File: src/rtl/piso_tx_if.sv
// Load handshake and serial output bundle for piso_tx.
// master = upstream word source / serial sink side, slave = the transmitter.
interface piso_tx_if #(
  parameter int WIDTH = 4
);
  logic [WIDTH-1:0] din;
  logic             load_valid;
  logic             load_ready;
  logic             sout;
  logic             sout_valid;
  logic             busy;
  logic             done;

  modport master (
    output din,
    output load_valid,
    input  load_ready,
    input  sout,
    input  sout_valid,
    input  busy,
    input  done
  );

  modport slave (
    input  din,
    input  load_valid,
    output load_ready,
    output sout,
    output sout_valid,
    output busy,
    output done
  );
endinterface

File: src/rtl/piso_tx.sv
// Parallel-in serial-out transmitter: one WIDTH-bit word per frame, one bit per clock.
// Define PIPO_TX_PARITY_EN to append an even-parity bit (done then marks the parity cycle).
module piso_tx #(
  parameter int WIDTH     = 4,
  parameter bit MSB_FIRST = 1'b1
) (
  input  logic     clk,
  input  logic     rst,
  piso_tx_if.slave tx
);
  localparam int            CW   = $clog2(WIDTH) + 1;
  localparam logic [CW-1:0] LAST = CW'(WIDTH - 1);
`ifndef PIPO_TX_PARITY_EN
  localparam logic [CW-1:0] PENULT = CW'(WIDTH - 2);
`endif

  localparam logic [1:0] IDLE  = 2'd0;
  localparam logic [1:0] SHIFT = 2'd1;
`ifdef PIPO_TX_PARITY_EN
  localparam logic [1:0] PAR   = 2'd2;
`endif

  logic [1:0]       state_q, state_d;
  logic [WIDTH-1:0] shreg_q, shreg_d;
  logic [CW-1:0]    cnt_q, cnt_d;
  logic             sout_q, sout_d;
  logic             sout_valid_q, sout_valid_d;
  logic             busy_q, busy_d;
  logic             done_q, done_d;
`ifdef PIPO_TX_PARITY_EN
  logic             par_q, par_d;
`endif

  function automatic logic first_bit(input logic [WIDTH-1:0] w);
    return MSB_FIRST ? w[WIDTH-1] : w[0];
  endfunction

  // Drops the bit just placed on sout so the next one sits at the output end.
  function automatic logic [WIDTH-1:0] shift_out(input logic [WIDTH-1:0] w);
    return MSB_FIRST ? {w[WIDTH-2:0], 1'b0} : {1'b0, w[WIDTH-1:1]};
  endfunction

`ifdef PIPO_TX_PARITY_EN
  function automatic logic even_parity(input logic [WIDTH-1:0] w);
    return ^w;
  endfunction
`endif

  always_comb begin
    state_d      = state_q;
    shreg_d      = shreg_q;
    cnt_d        = cnt_q;
    sout_d       = 1'b0;
    sout_valid_d = 1'b0;
    busy_d       = 1'b0;
    done_d       = 1'b0;
`ifdef PIPO_TX_PARITY_EN
    par_d        = par_q;
`endif
    case (state_q)
      IDLE: begin
        if (tx.load_valid) begin
          state_d      = SHIFT;
          cnt_d        = {CW{1'b0}};
          sout_d       = first_bit(tx.din);
          shreg_d      = shift_out(tx.din);
          sout_valid_d = 1'b1;
          busy_d       = 1'b1;
`ifdef PIPO_TX_PARITY_EN
          par_d        = even_parity(tx.din);
`endif
        end else begin
          state_d = IDLE;
        end
      end
      SHIFT: begin
        // cnt_q is the index of the bit currently on sout.
        if (cnt_q == LAST) begin
`ifdef PIPO_TX_PARITY_EN
          state_d      = PAR;
          sout_d       = par_q;
          sout_valid_d = 1'b1;
          busy_d       = 1'b1;
          done_d       = 1'b1;
`else
          state_d      = IDLE;
`endif
        end else begin
          cnt_d        = cnt_q + {{(CW-1){1'b0}}, 1'b1};
          sout_d       = first_bit(shreg_q);
          shreg_d      = shift_out(shreg_q);
          sout_valid_d = 1'b1;
          busy_d       = 1'b1;
`ifndef PIPO_TX_PARITY_EN
          done_d       = (cnt_q == PENULT);
`endif
        end
      end
`ifdef PIPO_TX_PARITY_EN
      PAR: begin
        state_d = IDLE;
      end
`endif
      default: begin
        state_d = IDLE;
      end
    endcase
  end

  always_ff @(posedge clk or posedge rst) begin
    if (rst) begin
      state_q      <= IDLE;
      shreg_q      <= {WIDTH{1'b0}};
      cnt_q        <= {CW{1'b0}};
      sout_q       <= 1'b0;
      sout_valid_q <= 1'b0;
      busy_q       <= 1'b0;
      done_q       <= 1'b0;
`ifdef PIPO_TX_PARITY_EN
      par_q        <= 1'b0;
`endif
    end else begin
      state_q      <= state_d;
      shreg_q      <= shreg_d;
      cnt_q        <= cnt_d;
      sout_q       <= sout_d;
      sout_valid_q <= sout_valid_d;
      busy_q       <= busy_d;
      done_q       <= done_d;
`ifdef PIPO_TX_PARITY_EN
      par_q        <= par_d;
`endif
    end
  end

  assign tx.load_ready = (state_q == IDLE);
  assign tx.sout       = sout_q;
  assign tx.sout_valid = sout_valid_q;
  assign tx.busy       = busy_q;
  assign tx.done       = done_q;
endmodule
File: src/flat_wrapper.sv
// flat-port wrapper written by rule: the top's interface ports become plain ports
module piso_tx_flat 
#(
  parameter int WIDTH     = 4,
  parameter bit MSB_FIRST = 1'b1
)
  (clk, rst, tx_din, tx_load_valid, tx_load_ready, tx_sout, tx_sout_valid, tx_busy, tx_done);
  piso_tx_if #(.WIDTH(WIDTH)) tx_i ();
  input  logic clk;
  input  logic rst;
  input wire logic [$bits(tx_i.din)-1:0] tx_din;
  input wire logic [$bits(tx_i.load_valid)-1:0] tx_load_valid;
  output wire logic [$bits(tx_i.load_ready)-1:0] tx_load_ready;
  output wire logic [$bits(tx_i.sout)-1:0] tx_sout;
  output wire logic [$bits(tx_i.sout_valid)-1:0] tx_sout_valid;
  output wire logic [$bits(tx_i.busy)-1:0] tx_busy;
  output wire logic [$bits(tx_i.done)-1:0] tx_done;
  assign tx_i.din = tx_din;
  assign tx_i.load_valid = tx_load_valid;
  assign tx_load_ready = tx_i.load_ready;
  assign tx_sout = tx_i.sout;
  assign tx_sout_valid = tx_i.sout_valid;
  assign tx_busy = tx_i.busy;
  assign tx_done = tx_i.done;
  piso_tx #(.WIDTH(WIDTH), .MSB_FIRST(MSB_FIRST)) u_core (.clk(clk), .rst(rst), .tx(tx_i));
endmodule
File: config.mk
export PLATFORM = sky130hd
export DESIGN_NAME = piso_tx_flat
export DESIGN_NICKNAME = d
export VERILOG_FILES = /design/src/rtl/piso_tx_if.sv /design/src/rtl/piso_tx.sv /design/src/flat_wrapper.sv
export SDC_FILE = /design/constraint.sdc
export NUM_CORES = 1
export LEC_CHECK = 0
export ABC_CLOCK_PERIOD_IN_PS = 2200
export CELL_PAD_IN_SITES_DETAIL_PLACEMENT = 1
export CELL_PAD_IN_SITES_GLOBAL_PLACEMENT = 1
export CORE_UTILIZATION = 40
export CTS_CLUSTER_DIAMETER = 50
export DETAILED_ROUTE_END_ITERATION = 8
export PLACE_DENSITY_LB_ADDON = 0.1
export SLEW_MARGIN = 30
export SYNTH_ARGS = -nofsm -noshare
export SYNTH_HDL_FRONTEND = slang
export SYNTH_SLANG_ARGS = --single-unit
export TNS_END_PERCENT = 20
File: constraint.sdc
create_clock -name clk -period 2.2 [get_ports clk]
set_clock_uncertainty 0.05 [all_clocks]
set_input_delay 0.44 -clock clk [delete_from_list [all_inputs] [get_ports clk]]
set_output_delay 0.44 -clock clk [all_outputs]
set_load 0.01 [all_outputs]
## Word-level counts from Yosys, hierarchy flattened

Index checks and enable logic that the tools add are counted.

| storage, ports and cells | value |
|---|---|
| flip-flop bits (word level) | 12 |
| output and inout port bits | 5 |
| logic and storage cells | 33 |

| operators by class | value |
|---|---|
| mux-type cells | 17 |
| eq/ne operators | 6 |
| reductions and logical operators | 3 |
| add/sub/neg operators | 1 |

Operator list:

| operator | count |
|---|---|
| $mux W4 | 2 |
| $pmux W4 S2 | 1 |
| $mux W1 | 7 |
| $eq A3 B2 Y1 const B | 2 |
| $mux W3 | 2 |
| $pmux W3 S2 | 1 |
| $ne A2 B2 Y1 const B | 2 |
| $pmux W1 S2 | 2 |
| $pmux W2 S2 | 1 |
| $add A3 B1 Y3 const B | 1 |
| $reduce_and A3 Y1 | 1 |
| $eq A2 B1 Y1 const B | 1 |
| $logic_not A2 Y1 | 1 |
| $mux W2 | 1 |
| $ne A2 B1 Y1 const B | 1 |
| $reduce_bool A2 Y1 | 1 |

## Depth between registers and ports, before layout

| logic depth | value |
|---|---|
| word-level depth | 3 |
| mapped depth | 5 |

## Worst setup path before layout

OpenSTA, ideal clock, no wires.

| timing | value |
|---|---|
| kind | flip-flop to flip-flop |
| start point | register u_core.cnt_q[0] |
| end point | register u_core.cnt_q[1] |
| setup time | 122 ps |
| data required time | 2028 ps |
| data arrival time | 1310 ps |
| path buffers | 1 |
| cell stages (with the launch flop) | 6 |
| period minus slack after synthesis | 1482 ps |
| slack | 718 ps |
| cell sequence | dfrtp_1 > ha_1 > ha_1 > buf_6 > nand2b_1 > a32o_1 |

| between the ends | value |
|---|---|
| word-level cells in the longest chain between the ends | 3 |
| elaborated cells between the ends (all ways) | 6 |
| those cells by class | add/sub: 1; eq/ne: 2; mux: 2; reduce/logical: 1 |

Ends and longest elaborated chain:

| item | RTL line | source |
|---|---|---|
| start, declared | piso_tx.sv:25 | `logic [CW-1:0] cnt_q, cnt_d;` |
| start signal, assigned | piso_tx.sv:114 | `cnt_q <= {CW{1'b0}};` |
| start signal, assigned | piso_tx.sv:125 | `cnt_q <= cnt_d;` |
| $add A3 B1 Y3 / $eq A3 B2 Y1 (equally long branches) | piso_tx.sv:89, piso_tx.sv:78 |  |
| $mux W3 / $ne A2 B2 Y1 (equally long branches) | n/a |  |
| $pmux W3 S2 / $reduce_and A3 Y1 (equally long branches) | n/a |  |

Several ways; a longest one is shown, not always the timed one. The select of a mux whose other input is x is not followed.
A chain may end at the register's enable or synchronous reset.

## Worst setup path in the final report

| timing | value |
|---|---|
| start point | register u_core.state_q[0] |
| end point | output tx_load_ready |

| between the ends | value |
|---|---|
| word-level cells in the longest chain between the ends | 1 |

Ends and longest elaborated chain:

| item | RTL line | source |
|---|---|---|
| start, declared | piso_tx.sv:23 | `logic [1:0] state_q, state_d;` |
| start signal, assigned | piso_tx.sv:123 | `state_q <= state_d;` |
| $logic_not A2 Y1 | piso_tx.sv:136 | `assign tx.load_ready = (state_q == IDLE);` |
| end, declared | flat_wrapper.sv:13 | `output wire logic [$bits(tx_i.load_ready)-1:0] tx_load_ready;` |

No other way between the ends.

==> impl_summary.txt <==
----------------------------------------------------
[Yosys]
  Sequential area share after synthesis ... 44.74%
  Total standard cell area after synthesis ... 559.3 um2
  Warnings from Yosys ... 0
  Share of Yosys cell area claimed by the top area cell type ... 44.74%
  Synthesized area per cell ... 11.65 um2
  Register bit count reported by yosys ... 10
  Net count after synthesis ... 59
  Distinct cell type count after synthesis ... 19
  Gate Count Post-Synth ... 48
  Synth area leaders ... sky130_fd_sc_hd__dfrtp_1 45%, sky130_fd_sc_hd__mux2i_1 13%, sky130_fd_sc_hd__ha_1 8.9%
  Cell type with the largest total area after synthesis ... sky130_fd_sc_hd__dfrtp_1

[Detailed routing]
  Vias post-DR ... 377
  Initial DRT Pass Iterations ... 2
  Routed len/inst ... 13.80 um
  Antenna Nets Post-Route ... 0
  Via density per instance ... 5.095
  Total Routed Length ... 1021 um
  Post-route DRC violation count ... 0
  Iter 0 DRT Violations ... 1

[Power and ir drop]
  Net Sw Frac ... 36.17%
  P_sw ... 0.0003412 W
  Sequential power share ... 38.6%
  Share of total power in the clock network ... 18.1%
  Total Power Consumption ... 0.0009433 W
  Internal power consumption ... 0.0006021 W
  Peak supply drop ... 0.0005961 V
  Total power per unit cell area ... 1368 nW/um2
  Part of the power in combinational logic ... 43.2%
  Static Leakage ... 0.3238 nW

[STA]
  Share of the clock period used by the worst path ... 91.14%
  Tightest Pin Transition ... 0.4999 ns
  FMAX ... 0.4987 GHz
  Final critical delay including setup and external delays ... 2.005 ns
  Final number of max-transition violations ... 0
  Final WS setup ... 0.1949 ns
  Final hold viol count ... 0
  Setup repair after global routing missed its margin ... no
  Post-Route Setup TNS ... 0 ns
  Relative slew margins ... 66.68%
  # setup viols final ... 0

[Clock tree]
  Clock latency at the later pin of the worst-skew pair ... 0.27 ns
  Clk sinks ... 10
  Clock buffer depth ... 2
  CTS clk-pin slew, worst paths ... 0.07 ns
  # Post-CTS Setup Buffers ... 0
  Clock tree root buffer cell ... sky130_fd_sc_hd__clkbuf_4
  Total number of H-tree levels ... 1
  Quantity of gates resized following cts ... 0
  Number of buffers created by CTS ... 3
  TritonCTS clock tree ... done
  Quantity of hold-fixing buffers added after cts ... 0

[Finish]
  Synthesis-to-finish area growth ... 23.27%
  Commonest cells after routing, fill and taps aside ... 11 x sky130_fd_sc_hd__clkdlybuf4s50_1, 10 x sky130_fd_sc_hd__dfrtp_1, 7 x sky130_fd_sc_hd__mux2i_1
  Finished Cell Area ... 689.4 um2
  Most frequent standard cell in the layout excluding fill and tap cells ... sky130_fd_sc_hd__clkdlybuf4s50_1
  Antenna fix cells ... 0
  Post-Route Utilization ... 52.98%
  Fraction of final layout cells sized beyond drive strength 1 ... 13.56%
  Final nets ... 71
  Total of fill cells in the finished design ... 146

[Setup path]
  Critical path startpoint category ... register
  Arrival time of the worst setup path ... 1.52 ns
  Crit path kind ... register to output pin
  Nature of the critical path endpoint ... output pin
  Peak fanout along the critical path ... 13
  Req. time, crit path ... 1.71 ns

[Placed design]
  Gp weighted congestion ... 0.6787
  Standard cell area after detailed placement ... 653.1 um2
  HPWL Detailed ... 782.4 um
  Count of buffers inserted at the top-level ports ... 11
  DP Worst Slack ... 0.4771 ns

[Floorplan]
  Row Count ... 13
  Die boundary height ... 39.39 um
  Core area ... 1301 um2
  Starting utilization of the core area ... 42.98%
  Number of top-level design ports ... 12
  Chip Width ... 39.39 um
  Die area ... 1552 um2

[Hold path]
  Tightest Hold Check Type ... input port to async pin

[Global routing]
  Global-route wire length before repair ... 1662 um
  Via count of the first global-routing pass ... 367
  Largest net degree at the start of global routing ... 14
  Initial antenna violation count ... 0
  Aggregate global-route resource usage ... 17.37%
  Grt total ovfl ... 0

[Flow run]
  # Max-Cap Violations ... 0

[Outcome]
  Status ... completed

----------------------------------------------------
[worst max-delay path: stages, from the launching register on]
cell,delay [ns]
sky130_fd_sc_hd__dfrtp_1,0.56
sky130_fd_sc_hd__inv_6,0.14
sky130_fd_sc_hd__clkdlybuf4s50_1,0.54
[cell usage after synthesis]
library cell	number
sky130_fd_sc_hd__dfrtp_1	10
sky130_fd_sc_hd__mux2i_1	7
sky130_fd_sc_hd__ha_1	4
sky130_fd_sc_hd__nand2b_1	4
sky130_fd_sc_hd__inv_1	3
sky130_fd_sc_hd__nand2_1	3
sky130_fd_sc_hd__buf_6	2
sky130_fd_sc_hd__nor2_1	2
sky130_fd_sc_hd__o21ai_1	2
sky130_fd_sc_hd__o22ai_1	2
sky130_fd_sc_hd__a32o_1	1
sky130_fd_sc_hd__a32o_2	1
sky130_fd_sc_hd__buf_2	1
sky130_fd_sc_hd__buf_4	1
sky130_fd_sc_hd__inv_6	1
sky130_fd_sc_hd__nand2b_2	1
sky130_fd_sc_hd__nand3_1	1
sky130_fd_sc_hd__nor4b_4	1
sky130_fd_sc_hd__xor2_1	1
[final timing paths]
path,from,end,slack [ns],cells past startpoint
hold / removal,rst,u_core.shreg_q[2],0.39,2
hold reg to reg,u_core.cnt_q[2],u_core.tx.done,0.49,1
min in group clk,u_core.cnt_q[2],u_core.tx.done,0.49,1
setup reg to reg,u_core.cnt_q[0],u_core.cnt_q[1],0.56,4
setup / recovery,u_core.state_q[0],tx_load_ready,0.19,2
max in group asynchronous,rst,u_core.tx.sout_valid,1.43,2
[power by group through the flow]
stage	registers, W	clock network (W)	logic (W)
after floorplan	0.000335	0	0.000328
after global placement	0.000359	0	0.000397
after detailed placement	0.000370	0	0.000414
after CTS	0.000367	0.000176	0.000417
after global routing	0.000377	0.000183	0.000457
final	0.000364	0.000171	0.000408
[logic make-up (layout without fill, tap and decap cells)]
logic type	count (synthesis)	after routing	synth area share, %
simple gates	12	12	14.54
flops	10	10	44.74
buf+inv	8	19	9.843
mux	7	7	12.53
compound gates	6	6	7.830
fa+ha+maj	4	4	8.949
xor+xnor	1	1	1.566
[state kept, by name (all words and copies together), names as in the netlist]
| signal | cells |
|---|---|
| u_core.tx.sout | 1 |
| u_core.shreg_q | 3 |
| u_core.tx.sout_valid | 1 |
| u_core.state_q | 1 |
| u_core.cnt_q | 3 |
| u_core.tx.done | 1 |
[metrics by stage]
step           hold WS, ns  instances
2_1_floorplan       0.2302         48
3_3_place_gp        0.4730         70
3_5_place_dp        0.4832         70
4_1_cts             0.4123         74
5_1_grt             0.4403         74
6_report            0.3948         74
[area by class of cell]
type / count / area (um2) / area share (%)
Multi-Input combinational cell: 30 / 254.0 / 36.84
Sequential cell: 10 / 250.2 / 36.30
Timing Repair Buffer: 11 / 110.1 / 15.97
Clock buffer: 4 / 36.28 / 5.263
Inverter: 4 / 20.02 / 2.904
Tap cell: 15 / 18.77 / 2.722
[layer usage]
| metal | wire length (um) | vias up | track usage, % |
|---|---|---|---|
| met4 | 25 | 0 | 10.34 |
| met1 | 438 | 178 | 20.85 |
| li1 | - | 184 | - |
| met3 | 52 | 4 | 5.114 |
| met2 | 504 | 11 | 27.08 |
| met5 | 0 | - | 0 |
No activity file was read; power rests on OpenSTA's default activity.
==> edit: new RTL, same flow settings <==
Add a define of `PIPO_TX_PARITY_EN`.
--- a/src/rtl/piso_tx.sv
+++ b/src/rtl/piso_tx.sv
@@ -1,5 +1,7 @@
 // Parallel-in serial-out transmitter: one WIDTH-bit word per frame, one bit per clock.
 // Define PIPO_TX_PARITY_EN to append an even-parity bit (done then marks the parity cycle).
+`define PIPO_TX_PARITY_EN
+
 module piso_tx #(
   parameter int WIDTH     = 4,
   parameter bit MSB_FIRST = 1'b1
Formal check against the unedited RTL: not equivalent (Yosys sat finds a counterexample within 10 cycles, from zero or initial values and one cycle with rst high).
==> edit against the unedited design <==
- area after synthesis rose by 8.5%
- setup slack improved by 0.031 ns
- final area rose by 9.3%
- sequential cell count rose by 2
- via count rose by 6.6%
- total power rose by 13%
- wire length rose by 18%
- synthesized cell count rose by 2.1%
- count of clock-buffer cells in the layout did not move
- critical endpoint unchanged
- largest power group unchanged
- highest routed layer unchanged
==> edit: results (changes against the unedited design) <==
length of routed met3 wiring: 54 um (+3.8%)
Iter 0 DRT Violations: 2 (+1)
Comb pwr share: 46.5% (+3.3 points)
multi-input combinational area share: 35.7% (-1.1 points)
unique cell type count in the Yosys netlist: 22 (+3)
sequential group power: 392 uW (+7.7%)
DP Area: 717 um2 (+9.8%)
routed vias: 402 (+6.6%)
Total Routing Usage GR: 18.8% (+1.4 points)
VDD IR max: 616 uV (+3.3%)
Slew @ Worst Pin: 0.462 ns (-0.0378 ns)
routed len/inst: 15.6 um (+13%)
Routed met1 length: 506 um (+16%)
RR Endpoint: u_core.shreg_q[3]
M3 GR Usage: 4.89% (-0.22 points)
nets: 72 (+1.4%)
Clock-cell share: 4.82% (-0.45 points)
num sequential: 12 (+2)
largest net degree at the start of global routing: 13 (-1)
GP Congestion: 0.705 (+3.8%)
status: complete, no violations
Area growth syn-to-layout: 24.1%
Mapped Avg Cell Area: 12.4 um2 (+6.3%)
DP Worst Slack: 0.323 ns (-0.154 ns)
reg-to-reg slack, setup: 0.45 ns (-0.11 ns)
layout cell share with drive strength beyond 1: 21.0% (+7.4 points)
placed insts: 73 (+4.3%)
PnR worst setup slack: 0.226 ns (+0.0313 ns)
post-DP HPWL: 910 um (+16%)
met2 WL: 634 um (+26%)
register area share after synthesis: 49.5% (+4.7 points)
Cell Int Power: 713 uW (+18%)
PostCTS Resize Cnt: 0 (unchanged)
Worst EP arrival: 1.48 ns (-0.04 ns)
Mapped Nets: 58 (-1.7%)
Synth area leaders: dfrtp_1 (49%), mux2_4 (7.4%), xnor2_1 (4.3%), ha_1 (4.1%), mux2_1 (3.7%)
worst r2r path cells: 5 (+1)
Psw: 354 uW (+3.8%)
met1 GRT Util: 22.2% (+1.3 points)
top flop regs: u_core.cnt_q (3), u_core.shreg_q (3), u_core.state_q (2)
Core Region: 1350 um2 (+3.7%)
global-route track usage on met2: 29.7% (+2.6 points)
non-clock inverter total of the final layout: 5 (+1)
crit path max-delay cell type: clkdlybuf4s50_1
==> edit: cell types whose count changed in the layout (fill, tap and decap cells not counted), moves of 3 or more <==
cell      change
mux2i_1       -7
nand2b_1      -4
mux2_4        +3
nor2_1        +3
xnor2_1       +3
==> edit: how the worst min path moves through the flow <==
stage | endpoint | start | depth (start not counted) | slack, ns
final | u_core.cnt_q[0] | rst | 2 | 0.43
after global routing | u_core.cnt_q[1] | rst | 2 | 0.48
after CTS | u_core.cnt_q[0] | rst | 2 | 0.44
after detailed placement | u_core.cnt_q[1] | u_core.cnt_q[1] | 1 | 0.43
after global placement | u_core.cnt_q[1] | u_core.cnt_q[1] | 1 | 0.43
after floorplan | u_core.cnt_q[0] | rst | 1 | 0.25
==> edit: logic make-up (layout without fill, tap and decap cells) <==
family          after synthesis  count (layout)  synth area share [%]
flops                        12              12                  49.5
fa+ha+maj                     2               2                  4.12
mux                           6               6                  13.0
buf+inv                       7              20                  6.18
compound gates                8               8                  11.5
xor+xnor                      3               3                  4.33
simple gates                 11              11                  11.3
